<file path="src/rtl/riscv_pkg.sv">
// Shared RV32I definitions for the memory stage: load/store encodings and stage enums.
// Pure declarations; no logic, no latency, no flow control.
package riscv_pkg;

    localparam logic [6:0] OPC_LOAD  = 7'b0000011;
    localparam logic [6:0] OPC_STORE = 7'b0100011;

    localparam logic [31:0] LB  = {{17{1'b?}}, 3'b000, {5{1'b?}}, OPC_LOAD};
    localparam logic [31:0] LH  = {{17{1'b?}}, 3'b001, {5{1'b?}}, OPC_LOAD};
    localparam logic [31:0] LW  = {{17{1'b?}}, 3'b010, {5{1'b?}}, OPC_LOAD};
    localparam logic [31:0] LBU = {{17{1'b?}}, 3'b100, {5{1'b?}}, OPC_LOAD};
    localparam logic [31:0] LHU = {{17{1'b?}}, 3'b101, {5{1'b?}}, OPC_LOAD};
    localparam logic [31:0] SB  = {{17{1'b?}}, 3'b000, {5{1'b?}}, OPC_STORE};
    localparam logic [31:0] SH  = {{17{1'b?}}, 3'b001, {5{1'b?}}, OPC_STORE};
    localparam logic [31:0] SW  = {{17{1'b?}}, 3'b010, {5{1'b?}}, OPC_STORE};

    typedef enum logic [1:0] {BYTE, HALF, WORD} mem_size_e;
    typedef enum logic [1:0] {IDLE, REQ, WAIT} mem_state_e;

endpackage

</file>
<file path="src/rtl/lsu_align.sv">
// Byte-lane steering for stores and lane extraction/extension for loads.
// Purely combinational (zero latency); no flow control.
module lsu_align
    import riscv_pkg::*;
(
    input  mem_size_e   size,
    input  logic        is_unsigned,
    input  logic [1:0]  offset,
    input  logic [31:0] rs2,
    input  logic [31:0] rdata,
    output logic [3:0]  be,
    output logic [31:0] wdata,
    output logic [31:0] load_data,
    output logic        misaligned
);

    logic [31:0] shifted;

    assign wdata   = rs2 << {offset, 3'b000};
    assign shifted = rdata >> {offset, 3'b000};

    always_comb begin
        be         = 4'b1111;
        load_data  = shifted;
        misaligned = 1'b0;
        case (size)
            BYTE: begin
                be        = 4'b0001 << offset;
                load_data = {{24{shifted[7] & ~is_unsigned}}, shifted[7:0]};
            end
            HALF: begin
                be         = offset[1] ? 4'b1100 : 4'b0011;
                misaligned = offset[0];
                load_data  = {{16{shifted[15] & ~is_unsigned}}, shifted[15:0]};
            end
            WORD: begin
                be         = 4'b1111;
                misaligned = |offset;
                load_data  = shifted;
            end
            default: ;
        endcase
    end

endmodule

</file>
<file path="src/rtl/mem_stage.sv">
// RV32I memory stage: issues loads/stores on a req/gnt/rvalid port, passes other ops through.
// Latency 1 cycle (non-mem, misaligned, granted store), 2+ for loads; stalls upstream while an access is open.
module mem_stage
    import riscv_pkg::*;
#(
    parameter int ADDR_WIDTH     = 12,
    parameter int TIMEOUT_CYCLES = 255
) (
    input  logic                  clk,
    input  logic                  rst,
    input  logic                  valid_i,
    input  logic [31:0]           instr_i,
    input  logic [31:0]           alu_result_i,
    input  logic [31:0]           rs2_data_i,
    output logic                  stall_o,
    output logic                  valid_o,
    output logic [31:0]           instr_o,
    output logic [31:0]           alu_result_o,
    output logic [31:0]           data_o,
    output logic                  misalign_o,
    output logic                  bus_err_o,
    output logic                  mem_req_o,
    output logic                  mem_we_o,
    output logic [3:0]            mem_be_o,
    output logic [ADDR_WIDTH-1:0] mem_addr_o,
    output logic [31:0]           mem_wdata_o,
    input  logic                  mem_gnt_i,
    input  logic                  mem_rvalid_i,
    input  logic [31:0]           mem_rdata_i
);

    localparam int CW = (TIMEOUT_CYCLES > 1) ? $clog2(TIMEOUT_CYCLES) : 1;

    mem_state_e  state;
    logic [CW-1:0] cnt;

    logic        is_load, is_store, is_mem, is_unsigned;
    mem_size_e   size;
    logic        misaligned;
    logic [31:0] load_data;
    logic        timeout_hit;
    logic        complete, abort, in_op;

    always_comb begin
        is_load     = 1'b0;
        is_store    = 1'b0;
        is_unsigned = 1'b0;
        size        = WORD;
        casez (instr_i)
            LB:  begin is_load = 1'b1; size = BYTE; end
            LH:  begin is_load = 1'b1; size = HALF; end
            LW:  begin is_load = 1'b1; size = WORD; end
            LBU: begin is_load = 1'b1; size = BYTE; is_unsigned = 1'b1; end
            LHU: begin is_load = 1'b1; size = HALF; is_unsigned = 1'b1; end
            SB:  begin is_store = 1'b1; size = BYTE; end
            SH:  begin is_store = 1'b1; size = HALF; end
            SW:  begin is_store = 1'b1; size = WORD; end
            default: ;
        endcase
    end

    assign is_mem = is_load | is_store;

    lsu_align u_align (
        .size        (size),
        .is_unsigned (is_unsigned),
        .offset      (alu_result_i[1:0]),
        .rs2         (rs2_data_i),
        .rdata       (mem_rdata_i),
        .be          (mem_be_o),
        .wdata       (mem_wdata_o),
        .load_data   (load_data),
        .misaligned  (misaligned)
    );

    // Upstream holds its inputs during the access, so the port is driven straight from them.
    assign mem_addr_o = {alu_result_i[ADDR_WIDTH-1:2], 2'b00};
    assign mem_we_o   = is_store;
    assign mem_req_o  = ((state == IDLE) & valid_i & is_mem & ~misaligned) | (state == REQ);

    assign timeout_hit = (TIMEOUT_CYCLES != 0) && (cnt == CW'(TIMEOUT_CYCLES - 1));

    always_comb begin
        complete = 1'b0;
        abort    = 1'b0;
        in_op    = 1'b1;
        case (state)
            IDLE: begin
                in_op    = valid_i & is_mem & ~misaligned;
                complete = valid_i & (~is_mem | misaligned | (is_store & mem_gnt_i));
            end
            REQ: begin
                complete = is_store & mem_gnt_i;
                abort    = ~mem_gnt_i & timeout_hit;
            end
            WAIT: begin
                complete = mem_rvalid_i;
                abort    = ~mem_rvalid_i & timeout_hit;
            end
            default: in_op = 1'b0;
        endcase
    end

    // Release upstream in the cycle the access finishes so it is not replayed.
    assign stall_o = in_op & ~complete & ~abort;

    always_ff @(posedge clk) begin
        if (rst) begin
            state        <= IDLE;
            cnt          <= '0;
            valid_o      <= 1'b0;
            instr_o      <= '0;
            alu_result_o <= '0;
            data_o       <= '0;
            misalign_o   <= 1'b0;
            bus_err_o    <= 1'b0;
        end else begin
            valid_o    <= complete | abort;
            misalign_o <= (state == IDLE) & valid_i & is_mem & misaligned;
            bus_err_o  <= abort;
            if (complete | abort) begin
                instr_o      <= instr_i;
                alu_result_o <= alu_result_i;
                data_o       <= (complete && state == WAIT) ? load_data : 32'd0;
            end
            case (state)
                IDLE: begin
                    cnt <= '0;
                    if (valid_i && is_mem && !misaligned) begin
                        if (!mem_gnt_i)   state <= REQ;
                        else if (is_load) state <= WAIT;
                    end
                end
                REQ: begin
                    if (mem_gnt_i) begin
                        cnt   <= '0;
                        state <= is_load ? WAIT : IDLE;
                    end else if (timeout_hit) begin
                        state <= IDLE;
                    end else begin
                        cnt <= cnt + 1'b1;
                    end
                end
                WAIT: begin
                    if (mem_rvalid_i || timeout_hit) state <= IDLE;
                    else                             cnt   <= cnt + 1'b1;
                end
                default: state <= IDLE;
            endcase
        end
    end

endmodule

</file>
<file path="config.mk">
export PLATFORM = sky130hd
export DESIGN_NAME = mem_stage
export DESIGN_NICKNAME = d
export VERILOG_FILES = /design/src/rtl/riscv_pkg.sv /design/src/rtl/lsu_align.sv /design/src/rtl/mem_stage.sv
export SDC_FILE = /design/constraint.sdc
export NUM_CORES = 1
export LEC_CHECK = 0
export BUFFER_PORTS_ARGS = -buffer_cell sky130_fd_sc_hd__buf_2
export CAP_MARGIN = 10
export CORE_MARGIN = 3
export CORE_UTILIZATION = 30
export CTS_CLUSTER_DIAMETER = 30
export CTS_CLUSTER_SIZE = 20
export DETAILED_ROUTE_END_ITERATION = 16
export PLACE_DENSITY_LB_ADDON = 0.05
export RECOVER_POWER = 100
export SLEW_MARGIN = 10
export SYNTH_ARGS = -nofsm -noshare
export SYNTH_HDL_FRONTEND = slang
export SYNTH_SLANG_ARGS = --single-unit
</file>
<file path="constraint.sdc">
create_clock -name clk -period 3.2 [get_ports clk]
set_clock_uncertainty 0.2 [all_clocks]
set_input_delay 0.32 -clock clk [delete_from_list [all_inputs] [get_ports clk]]
set_output_delay 0.32 -clock clk [all_outputs]
set_load 0.03 [all_outputs]
</file>
==> flow_summary.html, run 1 <==
<table>
<tr><th>Metric</th><th>Value</th></tr>
<tr><th colspan="2">Status</th></tr>
<tr><td>Status</td><td>finished, final reports clean</td></tr>
<tr><th colspan="2">Hold path</th></tr>
<tr><td>Classification of the worst-slack hold path</td><td>input port to flip-flop</td></tr>
<tr><td>Start point of the worst min-delay path</td><td>instr_i[8]</td></tr>
<tr><td>Hold Path Sink</td><td>instr_o[8]</td></tr>
<tr><td>Hold-critical path depth</td><td>3</td></tr>
<tr><th colspan="2">Die</th></tr>
<tr><td>Starting Density</td><td>31.3%</td></tr>
<tr><td>Vertical extent of the die</td><td>144 um</td></tr>
<tr><td>Core footprint</td><td>18300 um^2</td></tr>
<tr><td>Width of the die</td><td>144 um</td></tr>
<tr><td>Ports placed on the boundary</td><td>283</td></tr>
<tr><td>Row cnt</td><td>49</td></tr>
<tr><td>Total Die Area</td><td>20800 um^2</td></tr>
<tr><th colspan="2">CTS</th></tr>
<tr><td>Clock root cell</td><td>clkbuf_16</td></tr>
<tr><td>Level count of the clock H-tree</td><td>3</td></tr>
<tr><td>Clock slew seen by the registers of the worst setup and hold paths</td><td>0.08 ns</td></tr>
<tr><td>Sinks on the clock net</td><td>109</td></tr>
<tr><td>Number of instances resized during post-cts repair</td><td>0</td></tr>
<tr><td>Clock Latency Late Sink</td><td>0.35 ns</td></tr>
<tr><td>TritonCTS clock tree</td><td>done</td></tr>
<tr><td>Setup repair bufs after CTS</td><td>0</td></tr>
<tr><td>Max clock buf depth</td><td>2</td></tr>
<tr><td>Cts bufs inserted</td><td>9</td></tr>
<tr><th colspan="2">Cells and area</th></tr>
<tr><td>Antenna cells</td><td>0</td></tr>
<tr><td>Number of fill cells</td><td>1989</td></tr>
<tr><td>Area of the multi-input gates</td><td>3150 um^2</td></tr>
<tr><td>Non-Filler Cell Area, Final</td><td>7390 um^2</td></tr>
<tr><td>Post-Route Utilization</td><td>40.3%</td></tr>
<tr><td>Area used by sequential logic in the layout</td><td>2180 um^2</td></tr>
<tr><td>NumNets Final</td><td>1061</td></tr>
<tr><td>Proportion of layout cells with a drive suffix above 1</td><td>18.7%</td></tr>
<tr><td>Syn-to-layout area delta</td><td>28.9%</td></tr>
<tr><th colspan="2">Route</th></tr>
<tr><td>Overall via count from detail_route</td><td>5673</td></tr>
<tr><td>Via-per-instance ratio</td><td>4.91</td></tr>
<tr><td>DR iter-0 viols</td><td>238</td></tr>
<tr><td>Number of optimization iterations in the first detailed-route pass</td><td>4</td></tr>
<tr><td>Average wire per standard cell</td><td>16.4 um</td></tr>
<tr><td>Routed wire length</td><td>19000 um</td></tr>
<tr><td>Antenna viol nets, final</td><td>0</td></tr>
<tr><td>DR DRC count</td><td>0</td></tr>
<tr><th colspan="2">Timing</th></tr>
<tr><td>Share of the clock period used by the worst path</td><td>92.0%</td></tr>
<tr><td>Min cycle time layout</td><td>2.95 ns</td></tr>
<tr><td>Final number of hold-violating endpoints</td><td>0</td></tr>
<tr><td>Setup repair after global routing missed its margin</td><td>no</td></tr>
<tr><td>Final worst hold slack</td><td>0.0112 ns</td></tr>
<tr><td>Final-report setup violation count</td><td>0</td></tr>
<tr><td>Top achievable clock speed</td><td>340 MHz</td></tr>
<tr><td>Final-layout setup total negative slack</td><td>0 ns</td></tr>
<tr><td>Max-slew violation count</td><td>0</td></tr>
<tr><td>Minimum setup slack in the final design</td><td>0.255 ns</td></tr>
<tr><td>Remaining max-slew budget at the tightest pin</td><td>21.1%</td></tr>
<tr><td>Tightest Pin Transition</td><td>1.18 ns</td></tr>
<tr><th colspan="2">Synthesis</th></tr>
<tr><td>Leading cell type by number of instances after synthesis</td><td>nand2_1</td></tr>
<tr><td>Fraction of post-synthesis cell area in the top cell type by area</td><td>38.1%</td></tr>
<tr><td>Yosys warnings</td><td>0</td></tr>
<tr><td>Seq cells post-synth</td><td>109</td></tr>
<tr><td>Post-synthesis area per instance</td><td>8.51 um^2</td></tr>
<tr><td>Synthesized-area fraction occupied by xor and xnor cells</td><td>0.917%</td></tr>
<tr><td>Dominant synthesized flop cell</td><td>dfxtp_1</td></tr>
<tr><td>Synth async-reset ratio</td><td>0%</td></tr>
<tr><td>Top cells by area, synth</td><td>dfxtp_1 (38%), mux2i_1 (16%), nand2_1 (12%), a32o_1 (4.0%), o21ai_0 (2.6%)</td></tr>
<tr><td>Synth Area in Compound Gates</td><td>15.4%</td></tr>
<tr><td>Netlist cell types</td><td>57</td></tr>
<tr><td>Number of cells produced by synthesis</td><td>673</td></tr>
<tr><td>Adder-cell share of the synthesized area</td><td>1.31%</td></tr>
<tr><td>Largest family of logic cells by synthesized area</td><td>simple AND/OR/NAND/NOR gates</td></tr>
<tr><td>Number of enable-type register cells in the synthesized netlist</td><td>0</td></tr>
<tr><td>Sequential area share after synthesis</td><td>38.1%</td></tr>
<tr><td>Top post-synthesis cells by count</td><td>nand2_1 (178), dfxtp_1 (109), mux2i_1 (94)</td></tr>
<tr><td>Cell type with the largest total area after synthesis</td><td>dfxtp_1</td></tr>
<tr><td>Simple-gate share of the synthesized area</td><td>20.2%</td></tr>
<tr><td>Share of cell area taken by muxes after synthesis</td><td>16.8%</td></tr>
<tr><td>Mapped Area</td><td>5730 um^2</td></tr>
<tr><th colspan="2">Power and ir drop</th></tr>
<tr><td>Total leakage power</td><td>0.00323 uW</td></tr>
<tr><td>NetSw</td><td>1020 uW</td></tr>
<tr><td>Proportion of total power due to net switching</td><td>30.9%</td></tr>
<tr><td>Internal cell power</td><td>2290 uW</td></tr>
<tr><td>Highest ir drop seen on vdd</td><td>0.000241 V</td></tr>
<tr><td>Power per cell area</td><td>448 nW/um^2</td></tr>
<tr><td>Logic pwr share</td><td>20.3%</td></tr>
<tr><td>Relative contribution of the clock network to total power</td><td>36.3%</td></tr>
<tr><td>Flop pwr share</td><td>43.4%</td></tr>
<tr><th colspan="2">Job</th></tr>
<tr><td>Max-cap viol count</td><td>0</td></tr>
<tr><th colspan="2">Global routing</th></tr>
<tr><td>Largest net degree at the start of global routing</td><td>75</td></tr>
<tr><td>Global-route wire length before repair</td><td>28700 um</td></tr>
<tr><td>Number of antenna violations at the first check in global routing</td><td>0</td></tr>
<tr><td>Global routing usage summed across all routing layers</td><td>17.2%</td></tr>
<tr><td>Vias in the first global route</td><td>5586</td></tr>
<tr><td>Total global routing overflow</td><td>0</td></tr>
<tr><th colspan="2">Critical path</th></tr>
<tr><td>Number of cells on the worst reg-to-reg path</td><td>7</td></tr>
<tr><td>Startpoint type of the worst setup path</td><td>flip-flop</td></tr>
<tr><td>CP arrival</td><td>2.43 ns</td></tr>
<tr><td>R2R Setup Slk</td><td>0.33 ns</td></tr>
<tr><td>Req. time, crit path</td><td>2.68 ns</td></tr>
<tr><td>Terminus of the critical flop-to-flop path</td><td>alu_result_o[20]</td></tr>
<tr><td>Max FO, Critical Path</td><td>8</td></tr>
<tr><td>Worst setup path category</td><td>flip-flop to primary output</td></tr>
<tr><td>Endpoint kind of the worst setup timing path</td><td>primary output</td></tr>
<tr><td>Reg2Reg Launch Point</td><td>state[0]</td></tr>
<tr><th colspan="2">Placement</th></tr>
<tr><td>Worst slack at placement</td><td>0.545 ns</td></tr>
<tr><td>Final HPWL from detailed placement</td><td>14100 um</td></tr>
<tr><td>Count of buffers inserted at the top-level ports</td><td>280</td></tr>
<tr><td>Placed Area</td><td>7160 um^2</td></tr>
<tr><td>Final weighted congestion in routability-driven placement</td><td>0.892</td></tr>
</table>
## cell families after synthesis
| logic type | after synthesis |
|---|---|
| mux | 95 |
| fa+ha+maj | 6 |
| xor+xnor | 6 |
| compound gates | 120 |
| flops | 109 |
| buf+inv | 74 |
| simple gates | 262 |
| other cells | 1 |
## power by group through the flow
stage               clock, uW  sequential, uW  combinational (uW)
global route             1290            1440                 732
finish                   1200            1440                 673
detailed placement          0            1470                 694
CTS                      1240            1440                 706
global placement            0            1470                 687
floorplan                   0            1580                 351
## sequential cells by signal, indices dropped and copies added (netlist names)
register      count
instr_o          32
bus_err_o         1
state             2
misalign_o        1
valid_o           1
alu_result_o     32
data_o           32
cnt               8
## per-stage QoR
| step | std cells | total power [uW] |
|---|---|---|
| after floorplan | 674 | 1930 |
| after global placement | 1130 | 2150 |
| after detailed placement | 1130 | 2160 |
| after CTS | 1156 | 3380 |
| after global routing | 1156 | 3470 |
| final | 1156 | 3310 |
## critical path: stages (launching register included)
cell,delay [ns]
dfxtp_1,0.37
inv_1,0.09
ha_1,0.29
and2_1,0.24
or3_4,0.44
a21boi_4,0.18
nor3b_1,0.21
clkbuf_2,0.25
## cell usage in the layout, fill, tap and decap left out, types with 4 or more instances in the layout
| master | instances |
|---|---|
| o21ai_0 | 30 |
| a211oi_1 | 9 |
| dlygate4sd3_1 | 10 |
| nand2_1 | 178 |
| o31ai_1 | 4 |
| and2_1 | 5 |
| a211o_1 | 7 |
| nand3_1 | 4 |
| nand4_1 | 4 |
| xor2_1 | 5 |
| o2bb2ai_1 | 7 |
| nor2_1 | 27 |
| buf_2 | 136 |
| buf_4 | 9 |
| a32o_1 | 23 |
| ha_1 | 6 |
| clkbuf_1 | 144 |
| nor2b_1 | 19 |
| dfxtp_1 | 109 |
| inv_1 | 7 |
| and2_0 | 4 |
| a21oi_1 | 21 |
| clkbuf_16 | 9 |
| mux2i_1 | 94 |
## per-layer routing
layer,GRT usage [%],up-vias,part of all wire [%]
li1,-,2826,-
met1,21.4,2608,46
met2,29.1,223,45
met3,4.63,16,7.8
met4,5.35,0,1.6
met5,0,-,0
## how the worst max path moves through the flow
stage / start / to / slack, ns / depth (start not counted)
finish: state[0] / stall_o / 0.25 / 7
global route: state[0] / stall_o / 0.04 / 8
CTS: state[0] / stall_o / 0.24 / 7
detailed placement: instr_i[4] / data_o[24] / 0.55 / 7
global placement: instr_i[4] / data_o[16] / 0.58 / 7
floorplan: state[0] / stall_o / 0.24 / 8
## area by class of cell
cell class | instances | area share [%]
clock inverter | 5 | 0.898
inverter | 9 | 0.474
tap | 229 | 3.88
clock buffer | 11 | 3.42
timing repair buffer | 302 | 19.1
sequential | 109 | 29.5
multi-input combinational | 491 | 42.7
## timing repair
item                       4_1_cts  5_1_grt
setup endpoints to repair        0        0
hold endpoints to repair        10        0
hold buffers                    10        0
No activity file was read; power rests on OpenSTA's default activity.
==> inputs of run 2 (changes only) <==
--- a/config.mk
+++ b/config.mk
@@ -12,6 +12,7 @@
 export CTS_CLUSTER_DIAMETER = 30
 export CTS_CLUSTER_SIZE = 20
 export DETAILED_ROUTE_END_ITERATION = 16
+export GPL_TIMING_DRIVEN = 0
 export PLACE_DENSITY_LB_ADDON = 0.05
 export RECOVER_POWER = 100
 export SLEW_MARGIN = 10
==> constraint.sdc (replaced) <==
create_clock -name clk -period 3.2 [get_ports clk]
set_clock_uncertainty 0.2 [all_clocks]
set_input_delay 0.32 -clock clk [delete_from_list [all_inputs] [get_ports clk]]
set_output_delay 0.32 -clock clk [all_outputs]
set_load 0.01 [all_outputs]
==> run 2 against run 1 <==
Cell area grew 6.0%. First-iteration DRC count down 13%. Highest routed layer unchanged. Sequential share of layout area down 1.7 points. Clock-buffer cell count grew 1. Global-route usage increased by 2.3 points. Power down 5.5%.
==> flow_summary.html, run 2 (same netlist as run 1, synthesis figures left out) <==
<table>
<tr><th>Metric</th><th>Value</th></tr>
<tr><th colspan="2">Power and ir drop</th></tr>
<tr><td>Total Power Consumption</td><td>3130 uW (was 3310 uW)</td></tr>
<tr><td>Highest ir drop seen on vdd</td><td>0.000235 V (was 0.000241 V)</td></tr>
<tr><td>Power per cell area</td><td>400 nW/um^2 (was 448 nW/um^2)</td></tr>
<tr><td>Total leakage power</td><td>0.00341 uW (was 0.00323 uW)</td></tr>
<tr><th colspan="2">Cells and area</th></tr>
<tr><td>Syn-to-layout area delta</td><td>36.7% (was 28.9%)</td></tr>
<tr><td>NumNets Final</td><td>1138 (was 1061)</td></tr>
<tr><td>Commonest non-fill, non-tap cells in the layout</td><td>clkbuf_1 (183), nand2_1 (178), buf_2 (141) (was nand2_1 (178), clkbuf_1 (144), buf_2 (136))</td></tr>
<tr><td>Proportion of layout cells with a drive suffix above 1</td><td>17.8% (was 18.7%)</td></tr>
<tr><td>Commonest non-fill, non-tap cell in the layout</td><td>clkbuf_1 (was nand2_1)</td></tr>
<tr><td>Post-Route Utilization</td><td>42.7% (was 40.3%)</td></tr>
<tr><td>Biggest registers after layout</td><td>alu_result_o (32), data_o (32), instr_o (32) (unchanged)</td></tr>
<tr><td>Number of fill cells</td><td>1982 (was 1989)</td></tr>
<tr><th colspan="2">CTS</th></tr>
<tr><td>Level count of the clock H-tree</td><td>3 (unchanged)</td></tr>
<tr><td>TritonCTS clock tree</td><td>done (unchanged)</td></tr>
<tr><td>Max clock buf depth</td><td>2 (unchanged)</td></tr>
<tr><td>Setup repair bufs after CTS</td><td>0 (unchanged)</td></tr>
<tr><td>Clock slew seen by the registers of the worst setup and hold paths</td><td>0.07 ns (was 0.08 ns)</td></tr>
<tr><td>Clock root cell</td><td>clkbuf_16 (unchanged)</td></tr>
<tr><td>Sinks on the clock net</td><td>109 (unchanged)</td></tr>
<tr><td>Clock Latency Late Sink</td><td>0.35 ns (about the same)</td></tr>
<tr><td>Cts bufs inserted</td><td>9 (unchanged)</td></tr>
<tr><th colspan="2">Timing</th></tr>
<tr><td>Setup repair after global routing missed its margin</td><td>no (unchanged)</td></tr>
<tr><td>Final worst hold slack</td><td>0.0127 ns (was 0.0112 ns)</td></tr>
<tr><td>Tightest Pin Transition</td><td>1.10 ns (was 1.18 ns)</td></tr>
<tr><td>Share of the clock period used by the worst path</td><td>93.3% (was 92.0%)</td></tr>
<tr><td>Max-slew violation count</td><td>0 (unchanged)</td></tr>
<tr><td>Final number of hold-violating endpoints</td><td>0 (unchanged)</td></tr>
<tr><td>Remaining max-slew budget at the tightest pin</td><td>25.6% (was 21.1%)</td></tr>
<tr><td>Final-layout setup total negative slack</td><td>0 ns (unchanged)</td></tr>
<tr><td>Top achievable clock speed</td><td>335 MHz (was 340 MHz)</td></tr>
<tr><td>Final-report setup violation count</td><td>0 (unchanged)</td></tr>
<tr><td>Min cycle time layout</td><td>2.99 ns (was 2.95 ns)</td></tr>
<tr><th colspan="2">Global routing</th></tr>
<tr><td>Number of antenna violations at the first check in global routing</td><td>1 (was 0)</td></tr>
<tr><td>Global-route wire length before repair</td><td>31900 um (was 28700 um)</td></tr>
<tr><td>Total global routing overflow</td><td>0 (unchanged)</td></tr>
<tr><td>Global routing usage summed across all routing layers</td><td>19.5% (was 17.2%)</td></tr>
<tr><td>Largest net degree at the start of global routing</td><td>18 (was 75)</td></tr>
<tr><td>Vias in the first global route</td><td>6054 (was 5586)</td></tr>
<tr><th colspan="2">Placement</th></tr>
<tr><td>Count of buffers inserted at the top-level ports</td><td>275 (was 280)</td></tr>
<tr><td>Final weighted congestion in routability-driven placement</td><td>0.813 (was 0.892)</td></tr>
<tr><td>Final HPWL from detailed placement</td><td>16100 um (was 14100 um)</td></tr>
<tr><th colspan="2">Critical path</th></tr>
<tr><td>Worst setup path category</td><td>flip-flop to primary output (unchanged)</td></tr>
<tr><td>Cell Chain, Critical Path</td><td>inv_1 -&gt; ha_2 -&gt; and2_1 -&gt; or3_4 -&gt; a21boi_2 -&gt; buf_6 -&gt; nor3b_1 -&gt; clkbuf_2 (was inv_1 -&gt; ha_1 -&gt; and2_1 -&gt; or3_4 -&gt; a21boi_4 -&gt; nor3b_1 -&gt; clkbuf_2)</td></tr>
<tr><td>CP arrival</td><td>2.47 ns (was 2.43 ns)</td></tr>
<tr><td>Startpoint type of the worst setup path</td><td>flip-flop (unchanged)</td></tr>
<tr><td>Slowest library cell on the worst path</td><td>or3_4 (unchanged)</td></tr>
<tr><td>Max FO, Critical Path</td><td>10 (was 8)</td></tr>
<tr><td>CP top delay family</td><td>simple AND/OR/NAND/NOR gates (unchanged)</td></tr>
<tr><td>Slowest Stage Delay on Critical Path</td><td>0.42 ns (was 0.44 ns)</td></tr>
<tr><td>Req. time, crit path</td><td>2.68 ns (about the same)</td></tr>
<tr><td>Critical path buffer and inverter count</td><td>3 (was 2)</td></tr>
<tr><td>Endpoint kind of the worst setup timing path</td><td>primary output (unchanged)</td></tr>
<tr><th colspan="2">Job</th></tr>
<tr><td>Max-cap viol count</td><td>0 (unchanged)</td></tr>
<tr><th colspan="2">Die</th></tr>
<tr><td>Vertical extent of the die</td><td>144 um (unchanged)</td></tr>
<tr><td>Ports placed on the boundary</td><td>283 (unchanged)</td></tr>
<tr><td>Width of the die</td><td>144 um (unchanged)</td></tr>
<tr><td>Row cnt</td><td>49 (unchanged)</td></tr>
<tr><td>Starting Density</td><td>31.3% (unchanged)</td></tr>
<tr><td>Total Die Area</td><td>20800 um^2 (unchanged)</td></tr>
<tr><td>Core footprint</td><td>18300 um^2 (unchanged)</td></tr>
<tr><th colspan="2">Hold path</th></tr>
<tr><td>Classification of the worst-slack hold path</td><td>input port to flip-flop (unchanged)</td></tr>
<tr><th colspan="2">Route</th></tr>
<tr><td>DR DRC count</td><td>0 (unchanged)</td></tr>
<tr><td>Average wire per standard cell</td><td>17.1 um (was 16.4 um)</td></tr>
<tr><td>Antenna viol nets, final</td><td>0 (unchanged)</td></tr>
<tr><td>Number of optimization iterations in the first detailed-route pass</td><td>4 (unchanged)</td></tr>
<tr><td>Via-per-instance ratio</td><td>4.83 (was 4.91)</td></tr>
<tr><td>DR iter-0 viols</td><td>207 (was 238)</td></tr>
<tr><td>Overall via count from detail_route</td><td>5964 (was 5673)</td></tr>
<tr><td>Routed wire length</td><td>21200 um (was 19000 um)</td></tr>
<tr><th colspan="2">Status</th></tr>
<tr><td>Status</td><td>finished, final reports clean (unchanged)</td></tr>
</table>
## run 2: cell types whose count changed in the layout (fill, tap and decap cells not counted), moves of 2 or more
cell	before	now
clkbuf_1	144	183
buf_4	9	13
clkinvlp_4	1	3
dlygate4sd3_1	10	40
buf_2	136	141
## run 2: per-stage QoR
stage | std cells | instance area (um^2) | setup WS, ns
final | 1234 | 7830 | 0.214
after floorplan | 674 | 5730 | 0.667
after global placement | 1178 | 7400 | 0.136
after global routing | 1234 | 7830 | 0.0450
after CTS | 1233 | 8070 | 0.0589
after detailed placement | 1178 | 7400 | 0.155
## run 2: per-layer routing
metal  vias to the layer above  track usage, %  part of all wire, %
met1                      2722            24.8                   45
met2                       233            32.0                   46
met3                        27            5.09                  7.5
li1                       2982               -                    -
met4                         0            7.41                  1.9
met5                         -               0                    0
## run 2: timing repair
action                                 CTS  global route
pin swaps                                0             0
hold buffers                            40             0
endpoints found under the hold margin   40             0
gates resized for setup                  0             3
setup endpoints to repair                1             9
## run 2: power by group
group          internal (uW)  leakage [uW]  switching (uW)  total, uW
clock network            555      0.000125             543       1100
logic                    256       0.00239             339        595
registers               1410      0.000891            26.8       1440
total                   2220       0.00341             909       3130
## run 2: final timing paths
kind / from / endpoint / slack (ns) / cells past startpoint
setup reg to reg: state[0] / data_o[20] / 0.29 / 9
hold / removal: instr_i[21] / instr_o[21] / 0.01 / 3
setup / recovery: state[0] / stall_o / 0.21 / 8
hold reg to reg: alu_result_o[6] / alu_result_o[6] / 0.26 / 2
## run 2: layout make-up
type                       count  area, um^2  share of cell area, %
multi-input combinational    491        3140                   40.1
sequential                   109        2180                   27.9
timing repair buffer         315        1600                   20.5
buffer                        64         305                   3.90
tap                          229         287                   3.66
clock buffer                  12         246                   3.15
inverter                       9        33.8                  0.431
clock inverter                 4        31.3                  0.399
antenna                        1        2.50                 0.0319
## run 2: worst reg2reg max path, stage by stage (launching register included)
cell and delay [ns]:
dfxtp_1 0.34, inv_1 0.10, ha_2 0.27, and2_1 0.28
a21oi_1 0.09, o32ai_1 0.26, and4_1 0.27, clkbuf_1 0.36
clkbuf_1 0.45, a32o_1 0.24
